===== config.mk =====
export PLATFORM = sky130hd
export DESIGN_NAME = data_cache
export DESIGN_NICKNAME = d
export VERILOG_FILES = /design/src/rtl/data_cache.sv
export SDC_FILE = /design/constraint.sdc
export NUM_CORES = 1
export LEC_CHECK = 0
export ABC_AREA = 1
export CAP_MARGIN = 20
export CORE_ASPECT_RATIO = 0.5
export CORE_UTILIZATION = 30
export CTS_CLUSTER_SIZE = 10
export DETAILED_ROUTE_END_ITERATION = 6
export SLEW_MARGIN = 5
export SYNTH_ARGS = -nofsm -noshare
export SYNTH_HDL_FRONTEND = slang
export SYNTH_SLANG_ARGS = --single-unit

===== constraint.sdc =====
create_clock -name clk -period 4.7 [get_ports clk]
set_input_delay 1.41 -clock clk [delete_from_list [all_inputs] [get_ports clk]]
set_output_delay 1.41 -clock clk [all_outputs]
set_load 0.05 [all_outputs]

===== src/rtl/data_cache.sv =====
// data_cache: direct-mapped, write-through, no-write-allocate data cache.
// One word per line. Read hits answer in one cycle without touching memory.
// Read misses fetch the word from memory and fill the line. Every write is
// passed through to memory, and the line is updated only when the write hits.
// Read hits and read misses are counted in two saturating 16-bit counters.
//
// Ports (the core side and the memory side both use valid/ready handshakes):
//   clk, reset              clock and asynchronous active-high reset
//   flush                   1-cycle pulse that invalidates every line
//   core_read_*             core read request: valid/address in, ready/data out
//   core_write_*            core write request: valid/address/data in, ready out
//   mem_read_*              line fill request to memory: valid/address out,
//                           ready/data in
//   mem_write_*             write-through request to memory: valid/address/data
//                           out, ready in
//   hit_count, miss_count   read hit and read miss counters
module data_cache #(
  parameter int ADDR_BITS = 8,
  parameter int DATA_BITS = 8,
  parameter int NUM_LINES = 16
) (
  input  logic                 clk,
  input  logic                 reset,
  input  logic                 flush,
  input  logic                 core_read_valid,
  input  logic [ADDR_BITS-1:0] core_read_address,
  output logic                 core_read_ready,
  output logic [DATA_BITS-1:0] core_read_data,
  input  logic                 core_write_valid,
  input  logic [ADDR_BITS-1:0] core_write_address,
  input  logic [DATA_BITS-1:0] core_write_data,
  output logic                 core_write_ready,
  output logic                 mem_read_valid,
  output logic [ADDR_BITS-1:0] mem_read_address,
  input  logic                 mem_read_ready,
  input  logic [DATA_BITS-1:0] mem_read_data,
  output logic                 mem_write_valid,
  output logic [ADDR_BITS-1:0] mem_write_address,
  output logic [DATA_BITS-1:0] mem_write_data,
  input  logic                 mem_write_ready,
  output logic [15:0]          hit_count,
  output logic [15:0]          miss_count
);

  localparam int IDX = $clog2(NUM_LINES);
  localparam int TAG = ADDR_BITS - IDX;

  typedef enum logic [1:0] {IDLE, RD_MISS, WR_THRU, RESPOND} state_t;

  state_t                 state_q, state_d;
  logic                   resp_rd_q, resp_rd_d;      // RESPOND is answering a read
  logic                   flush_pend_q, flush_pend_d;
  logic [NUM_LINES-1:0]   valid_q, valid_d;
  logic                   rd_ready_q, rd_ready_d;
  logic [DATA_BITS-1:0]   rd_data_q, rd_data_d;
  logic                   wr_ready_q, wr_ready_d;
  logic                   mrv_q, mrv_d;
  logic [ADDR_BITS-1:0]   mra_q, mra_d;
  logic                   mwv_q, mwv_d;
  logic [ADDR_BITS-1:0]   mwa_q, mwa_d;
  logic [DATA_BITS-1:0]   mwd_q, mwd_d;
  logic [15:0]            hit_q, hit_d;
  logic [15:0]            miss_q, miss_d;

  // Tag and data storage need no reset; the valid bits qualify them.
  logic [TAG-1:0]         tag_mem  [NUM_LINES];
  logic [DATA_BITS-1:0]   data_mem [NUM_LINES];

  logic                   line_we;
  logic [IDX-1:0]         line_idx;
  logic [TAG-1:0]         line_tag;
  logic [DATA_BITS-1:0]   line_wdata;

  logic [IDX-1:0]         rd_idx, wr_idx, fill_idx;
  logic [TAG-1:0]         rd_tag, wr_tag, fill_tag;
  logic                   rd_hit, wr_hit;

  assign rd_idx   = core_read_address[IDX-1:0];
  assign rd_tag   = core_read_address[ADDR_BITS-1:IDX];
  assign wr_idx   = core_write_address[IDX-1:0];
  assign wr_tag   = core_write_address[ADDR_BITS-1:IDX];
  assign fill_idx = mra_q[IDX-1:0];
  assign fill_tag = mra_q[ADDR_BITS-1:IDX];
  assign rd_hit   = valid_q[rd_idx] && (tag_mem[rd_idx] == rd_tag);
  assign wr_hit   = valid_q[wr_idx] && (tag_mem[wr_idx] == wr_tag);

  always_comb begin
    state_d      = state_q;
    resp_rd_d    = resp_rd_q;
    flush_pend_d = flush_pend_q;
    valid_d      = valid_q;
    rd_ready_d   = rd_ready_q;
    rd_data_d    = rd_data_q;
    wr_ready_d   = wr_ready_q;
    mrv_d        = mrv_q;
    mra_d        = mra_q;
    mwv_d        = mwv_q;
    mwa_d        = mwa_q;
    mwd_d        = mwd_q;
    hit_d        = hit_q;
    miss_d       = miss_q;
    line_we      = 1'b0;
    line_idx     = rd_idx;
    line_tag     = rd_tag;
    line_wdata   = '0;

    unique case (state_q)
      IDLE: begin
        // A flush (pending or arriving now) takes this cycle by itself.
        if (flush_pend_q || flush) begin
          valid_d      = '0;
          flush_pend_d = 1'b0;
        end else if (core_read_valid) begin
          if (rd_hit) begin
            rd_data_d  = data_mem[rd_idx];
            rd_ready_d = 1'b1;
            resp_rd_d  = 1'b1;
            hit_d      = (hit_q == 16'hFFFF) ? hit_q : hit_q + 16'd1;
            state_d    = RESPOND;
          end else begin
            mrv_d   = 1'b1;
            mra_d   = core_read_address;
            miss_d  = (miss_q == 16'hFFFF) ? miss_q : miss_q + 16'd1;
            state_d = RD_MISS;
          end
        end else if (core_write_valid) begin
          mwv_d = 1'b1;
          mwa_d = core_write_address;
          mwd_d = core_write_data;
          if (wr_hit) begin
            line_we    = 1'b1;
            line_idx   = wr_idx;
            line_tag   = wr_tag;
            line_wdata = core_write_data;
          end
          state_d = WR_THRU;
        end
      end
      RD_MISS: begin
        if (flush) flush_pend_d = 1'b1;
        if (mem_read_ready) begin
          line_we           = 1'b1;
          line_idx          = fill_idx;
          line_tag          = fill_tag;
          line_wdata        = mem_read_data;
          valid_d[fill_idx] = 1'b1;
          rd_data_d         = mem_read_data;
          rd_ready_d        = 1'b1;
          resp_rd_d         = 1'b1;
          mrv_d             = 1'b0;
          state_d           = RESPOND;
        end
      end
      WR_THRU: begin
        if (flush) flush_pend_d = 1'b1;
        if (mem_write_ready) begin
          mwv_d      = 1'b0;
          wr_ready_d = 1'b1;
          resp_rd_d  = 1'b0;
          state_d    = RESPOND;
        end
      end
      RESPOND: begin
        if (flush) flush_pend_d = 1'b1;
        if (resp_rd_q) begin
          if (!core_read_valid) begin
            rd_ready_d = 1'b0;
            state_d    = IDLE;
          end
        end else if (!core_write_valid) begin
          wr_ready_d = 1'b0;
          state_d    = IDLE;
        end
      end
      default: state_d = IDLE;
    endcase
  end

  always_ff @(posedge clk or posedge reset) begin
    if (reset) begin
      state_q      <= IDLE;
      resp_rd_q    <= 1'b0;
      flush_pend_q <= 1'b0;
      valid_q      <= '0;
      rd_ready_q   <= 1'b0;
      rd_data_q    <= '0;
      wr_ready_q   <= 1'b0;
      mrv_q        <= 1'b0;
      mra_q        <= '0;
      mwv_q        <= 1'b0;
      mwa_q        <= '0;
      mwd_q        <= '0;
      hit_q        <= '0;
      miss_q       <= '0;
    end else begin
      state_q      <= state_d;
      resp_rd_q    <= resp_rd_d;
      flush_pend_q <= flush_pend_d;
      valid_q      <= valid_d;
      rd_ready_q   <= rd_ready_d;
      rd_data_q    <= rd_data_d;
      wr_ready_q   <= wr_ready_d;
      mrv_q        <= mrv_d;
      mra_q        <= mra_d;
      mwv_q        <= mwv_d;
      mwa_q        <= mwa_d;
      mwd_q        <= mwd_d;
      hit_q        <= hit_d;
      miss_q       <= miss_d;
    end
  end

  always_ff @(posedge clk) begin
    if (line_we) begin
      tag_mem[line_idx]  <= line_tag;
      data_mem[line_idx] <= line_wdata;
    end
  end

  assign core_read_ready   = rd_ready_q;
  assign core_read_data    = rd_data_q;
  assign core_write_ready  = wr_ready_q;
  assign mem_read_valid    = mrv_q;
  assign mem_read_address  = mra_q;
  assign mem_write_valid   = mwv_q;
  assign mem_write_address = mwa_q;
  assign mem_write_data    = mwd_q;
  assign hit_count         = hit_q;
  assign miss_count        = miss_q;

endmodule

# After elaboration in Yosys (flattened, before gate mapping)
# Memories as Yosys holds them, arrays and structs flattened.
# Cells that the tools add are included.
# op_classes
magnitude_cmp	4
n_reduce_logical	24
n_bitwise	6
n_addsub	2
n_mux	75
n_eq_ne	24
# op_table
op	count
$mux 8	9
$mux 4	10
$add 16x1->16 const B	2
$eq 16x16->1 const B	2
$mux 16	2
$pmux 16 s2	1
$pmux 8 s2	2
$mux 1	29
$ne 2x2->1 const B	13
$reduce_and 5->1	5
$mux 2	9
$or 16x16->16	1
$pmux 4 s2	2
$lt 4x5->1 const B	3
$reduce_and 4->1	3
$reduce_and 6->1	2
$pmux 1 s2	5
$ne 3x3->1 const B	3
$bmux 1 s4	2
$eq 4x4->1	2
$pmux 2 s4	1
$reduce_and 7->1	1
$pmux 1 s3	2
$reduce_bool 2->1	3
other kinds (13)	21
# word_totals
n_memories	2
ram_bits	192
out_inout_bits	68
register_bits	88
inputBits	39
# mem_list
name	depth	word_bits	read_ports	rd_ports_with_merged_regs	wr	line	source
data_mem	16	8	1	0	1	67	logic [DATA_BITS-1:0] data_mem [NUM_LINES];
tag_mem	16	4	2	0	1	66	logic [TAG-1:0] tag_mem [NUM_LINES];

# Longest topological paths before layout
# logic_depth
depth_word	10
depth_mapped	19
mapped_depth_nobuf	16

# Worst setup path before layout
# No wires, ideal clock.
# synth_path
path_type	input to register
startpoint	in core_write_address[0]
endpoint	mem data_mem[6][0], enable pin
arrival_ns	3.509
stages	15
setup_slack_ns	0.810
setup_ns	0.380
cell_sequence	buf_6 buf_6 buf_6 o211ai_1 nand3_1 nand3_1 nand3_1 nand2_2 nand4_2 buf_6 nand2_4 nand3_4 a21oi_4 nand3_1 nor2_1
# synth_via
elab_chain_len	10
word_cells_on_any_way	17
# synth_rtl
element	line	source
start, declared	30	input logic [ADDR_BITS-1:0] core_write_address,
$mem_v2 16x4 or $bmux 1 s4 (tied branches)	--	
$eq 4x4->1 or $mux 1 (tied branches)	85	assign wr_hit = valid_q[wr_idx] && (tag_mem[wr_idx] == wr_tag);
$logic_and 1x1->1	85	
$mux 1	130	if (wr_hit) begin
$mux 1	126	end else if (core_write_valid) begin
$mux 1	113	end else if (core_read_valid) begin
$mux 1	110	if (flush_pend_q || flush) begin
$pmux 1 s2	107	unique case (state_q)
$mux 1	214	if (line_we) begin
$mux 1 (not written as such)	216	data_mem[line_idx] <= line_wdata;
end, declared	67	
# Several ways; a longest one is shown, not always the timed one. The select of a mux whose other input is x is not followed.

# Final worst setup path
# layout_path
startpoint	in core_write_address[1]
endpoint	mem tag_mem[15][3] in the netlist's numbering, enable pin
# layout_via
elab_chain_len	10
word_cells_on_any_way	17
# layout_rtl
element	line	source
$mem_v2 16x4 or $bmux 1 s4 (tied branches)	--	
$eq 4x4->1 or $mux 1 (tied branches)	85	
$logic_and 1x1->1	85	
$mux 1	130	
$mux 1	126	
$mux 1	113	
$mux 1	110	
$pmux 1 s2	107	
$mux 1	214	
$mux 1 (not written as such)	215	tag_mem[line_idx] <= line_tag;
end, declared	66	
# Several ways; a longest one is shown, not always the timed one. The select of a mux whose other input is x is not followed.

==> metrics.md <==
| Metric | Value |
|---|---|
| Status | complete, no violations |
| Cells after Synth | 1405 |
| Worst skew pair latency | 0.53 ns |
| R2R Setup Slk | 1.21 ns |
| Worst Tran Pin Value | 1.06 ns |
| Worst Hold End | mem_write_address[5]$_DFFE_PP0P_ |
| Die height | 152 um |
| DP Wirelength | 26000 um |
| Leakage | 6.25 nW |
| Max-slew headroom | 29.1% |
| Hold_buf cts | 0 |
| Setup Fix Bufs, Post-CTS | 0 |
| Gp weighted congestion | 0.910 |
| Num CTS Buffers | 34 |
| CTS resizes | 0 |
| RSZ-0062 raised after global routing | no |
| Placed cell count | 2080 |
| Post-synth EDFFs | 192 |
| # clock sinks | 280 |
| Global-route wire length before repair | 58800 um |
| Pins Over Slew Limit | 0 |
| Remaining routing DRC violations | 0 |
| Yosys cell types | 46 |
| Fin crit share | 83.3% |
| Die area | 45600 um^2 |
| Avg WL per Cell | 18.0 um |
| Max H-tree Level | 2 |
| P&R area growth vs syn | 21.2% |
| Antenna violations before repair | 0 |
| Top FF cell, synth | edfxtp_1 |
| GRT Total Usage | 16.7% |
| Crit path DAT | 4.12 ns |
| Maxcap violations | 0 |
| Hold Path Class | flip-flop to flip-flop |
| Worst R2R Start | state_q[1]$_DFFE_PP0P_ |
| Fraction of registers with async set/reset | 31.4% |
| CP Launch Type | input port |
| Number of global-route vias before repair | 10100 |
| Maximum clock rate | 0.255 GHz |
| Cell row count | 54 |
| Post-layout min period | 3.92 ns |
| Final hold vios | 0 |
| Setup Viol. Count Final | 0 |
| Yosys warns | 0 |
| Mapped cell area | 13400 um^2 |
| Sequential-to-total area share from yosys stat | 59.4% |
| Vias | 10600 |
| Total power density per cell area | 515 nW/um^2 |
| Area of the core | 43800 um^2 |
| CTS tree | done |
| CTS Root Cell | clkbuf_16 |
| Final Util | 37.1% |
| Starting Density | 30.6% |
| Reg2Reg Capture Point | valid_q[4]$_DFFE_PP0P_ |
| # IOs | 107 |
| WHS Path Cells | 2 |
| First drt pass iteration count | 6 |
| Largest net degree at the start of global routing | 118 |
| Via density | 4.95 |
| Worst setup EP type | flip-flop |
| Chip Width | 301 um |
| # port buffers | 106 |
| Peak supply drop | 0.271 mV |
| Layout Skew | 0.0173 ns |
| GRT overflow | 0 |
| Hold Path Origin | mem_write_address[5]$_DFFE_PP0P_ |
| Final ANT Viol Nets | 0 |
| Yosys reg bits | 280 |
| Post-Syn Area per Cell | 9.55 um^2 |
| Setup TNS | 0 ns |
| Clock slew at reported path FFs | 0.05 ns |
| Critical Path RT | 4.90 ns |
| Nets | 1574 |
| Mapped Nets | 1451 |
| WL final | 38500 um |
| DRT iter0 DRCs | 1035 |
| Crit Path Class | input port to flip-flop |
| Final non-filler cell total | 2133 |
| Clock buffer depth | 3 |
| Antenna fix cells | 0 |
| Worst r2r path cells | 10 |
| Fraction of layout cells with a size suffix above 1 | 7.96% |
| CP Max Fanout | 19 |
-- per-layer routing --
layer | global-route usage, % | wire length [um] | vias to the layer above
met1 | 22.3 | 16700 | 5029
met3 | 2.82 | 2370 | 75
met2 | 27.3 | 18300 | 352
li1 | - | - | 5100
met4 | 6.12 | 1110 | 0
met5 | 0 | 0 | -
-- metrics by stage --
step | total power [W] | area [um^2] | setup WS, ns | hold WS, ns
floorplan | 0.00508 | 13400 | 0.810 | 0.471
global placement | 0.00605 | 15300 | 0.249 | 0.471
detailed placement | 0.00607 | 15300 | 0.250 | 0.471
CTS | 0.00843 | 16300 | 0.789 | 0.489
global route | 0.00879 | 16300 | 0.566 | 0.510
finish | 0.00838 | 16300 | 0.784 | 0.488
-- Yosys cell counts (2+ instances only) --
master | instances | area [um^2]
buf_6 | 8 | 90.1
o21ai_0 | 154 | 771
o221ai_1 | 3 | 26.3
nand4_1 | 12 | 75.1
nor2_1 | 121 | 454
edfxtp_1 | 192 | 5770
o22ai_1 | 33 | 206
a221oi_1 | 8 | 70.1
nor4_1 | 6 | 37.5
o211ai_2 | 2 | 25.0
inv_2 | 5 | 18.8
a21oi_1 | 86 | 430
nor2_4 | 2 | 22.5
nand3b_1 | 2 | 15.0
buf_4 | 3 | 22.5
buf_1 | 2 | 7.51
clkbuf_1 | 40 | 150
nand2_2 | 3 | 18.8
a21oi_2 | 3 | 26.3
xnor2_1 | 10 | 87.6
ha_1 | 7 | 87.6
nor3_1 | 19 | 95.1
nand3_1 | 123 | 616
buf_2 | 23 | 115
o211ai_1 | 15 | 113
xor2_1 | 21 | 184
o21ai_1 | 22 | 110
nand2_1 | 245 | 920
dfrtp_1 | 88 | 2200
inv_1 | 131 | 492
-- cell families after synthesis --
family | count (synthesis) | synth area share [%]
xor gates and xnor gates | 31 | 2.02
and+or+nand+nor | 543 | 17.6
buffers and inverters | 213 | 6.70
DFF | 280 | 59.4
muxes | 1 | 0.0746
adders and majority gates | 7 | 0.653
AOI/OAI and AO/OA | 330 | 13.6
-- power breakdown --
| part | leakage, nW | switching (W) | internal (W) | total (W) |
|---|---|---|---|---|
| Sequential | 2.87 | 0.000233 | 0.00307 | 0.00331 |
| Combinational | 2.92 | 0.00191 | 0.000821 | 0.00273 |
| Clock | 0.466 | 0.000999 | 0.00135 | 0.00235 |
-- area by class of cell --
| type | count | area, um^2 |
|---|---|---|
| fillers | 4299 | 27600 |
| clock inverters | 4 | 63.8 |
| repair buffers | 163 | 1530 |
| inverters | 137 | 515 |
| well taps | 588 | 736 |
| flip-flops and latches | 280 | 7970 |
| multi-input cells | 912 | 4550 |
| clock buffers | 49 | 907 |
-- critical path, cell delays in order --
cell             delay [ns]
clkdlybuf4s50_1        0.48
buf_4                  0.27
o211ai_1               0.17
nand3_1                0.10
nand3_1                0.17
nand2_1                0.11
nand2_1                0.06
nand2_2                0.09
inv_2                  0.05
nor2_4                 0.14
nand3_1                0.21
nand2_1                0.25
nand3_1                0.18
nor2_1                 0.12
buf_4                  0.28
-- registers in the layout, summed over array words and instances, names as in the netlist, 2 cells and up --
signal / count
state_q: 2
hit_count: 16
mem_read_address: 8
data_mem: 128
core_read_data: 8
tag_mem: 64
mem_write_data: 8
valid_q: 16
mem_write_address: 8
miss_count: 16
-- worst max-delay path by stage --
stage,to,start,slack (ns)
after detailed placement,data_mem[15][1]$_DFFE_PP_,core_write_address[1],0.25
after CTS,tag_mem[15][2]$_DFFE_PP_,core_write_address[1],0.79
final,tag_mem[15][3]$_DFFE_PP_,core_write_address[1],0.78
after global placement,data_mem[14][3]$_DFFE_PP_,core_write_address[1],0.25
after floorplan,data_mem[6][0]$_DFFE_PP_,core_write_address[0],0.81
after global routing,data_mem[1][6]$_DFFE_PP_,core_write_address[1],0.57
-- cell usage in the layout, fill, tap and decap left out, types with 15 or more instances in the layout --
| cell | count |
|---|---|
| clkbuf_1 | 15 |
| o21ai_0 | 154 |
| nand3_1 | 123 |
| inv_1 | 130 |
| a21oi_1 | 86 |
| xor2_1 | 21 |
| edfxtp_1 | 192 |
| clkdlybuf4s50_1 | 103 |
| dfrtp_1 | 88 |
| nor3_1 | 19 |
| o21ai_1 | 22 |
| o211ai_1 | 15 |
| buf_4 | 54 |
| nor2_1 | 121 |
| o22ai_1 | 33 |
| clkbuf_16 | 34 |
| nand2_1 | 245 |
(Power assumes the default switching activity.)
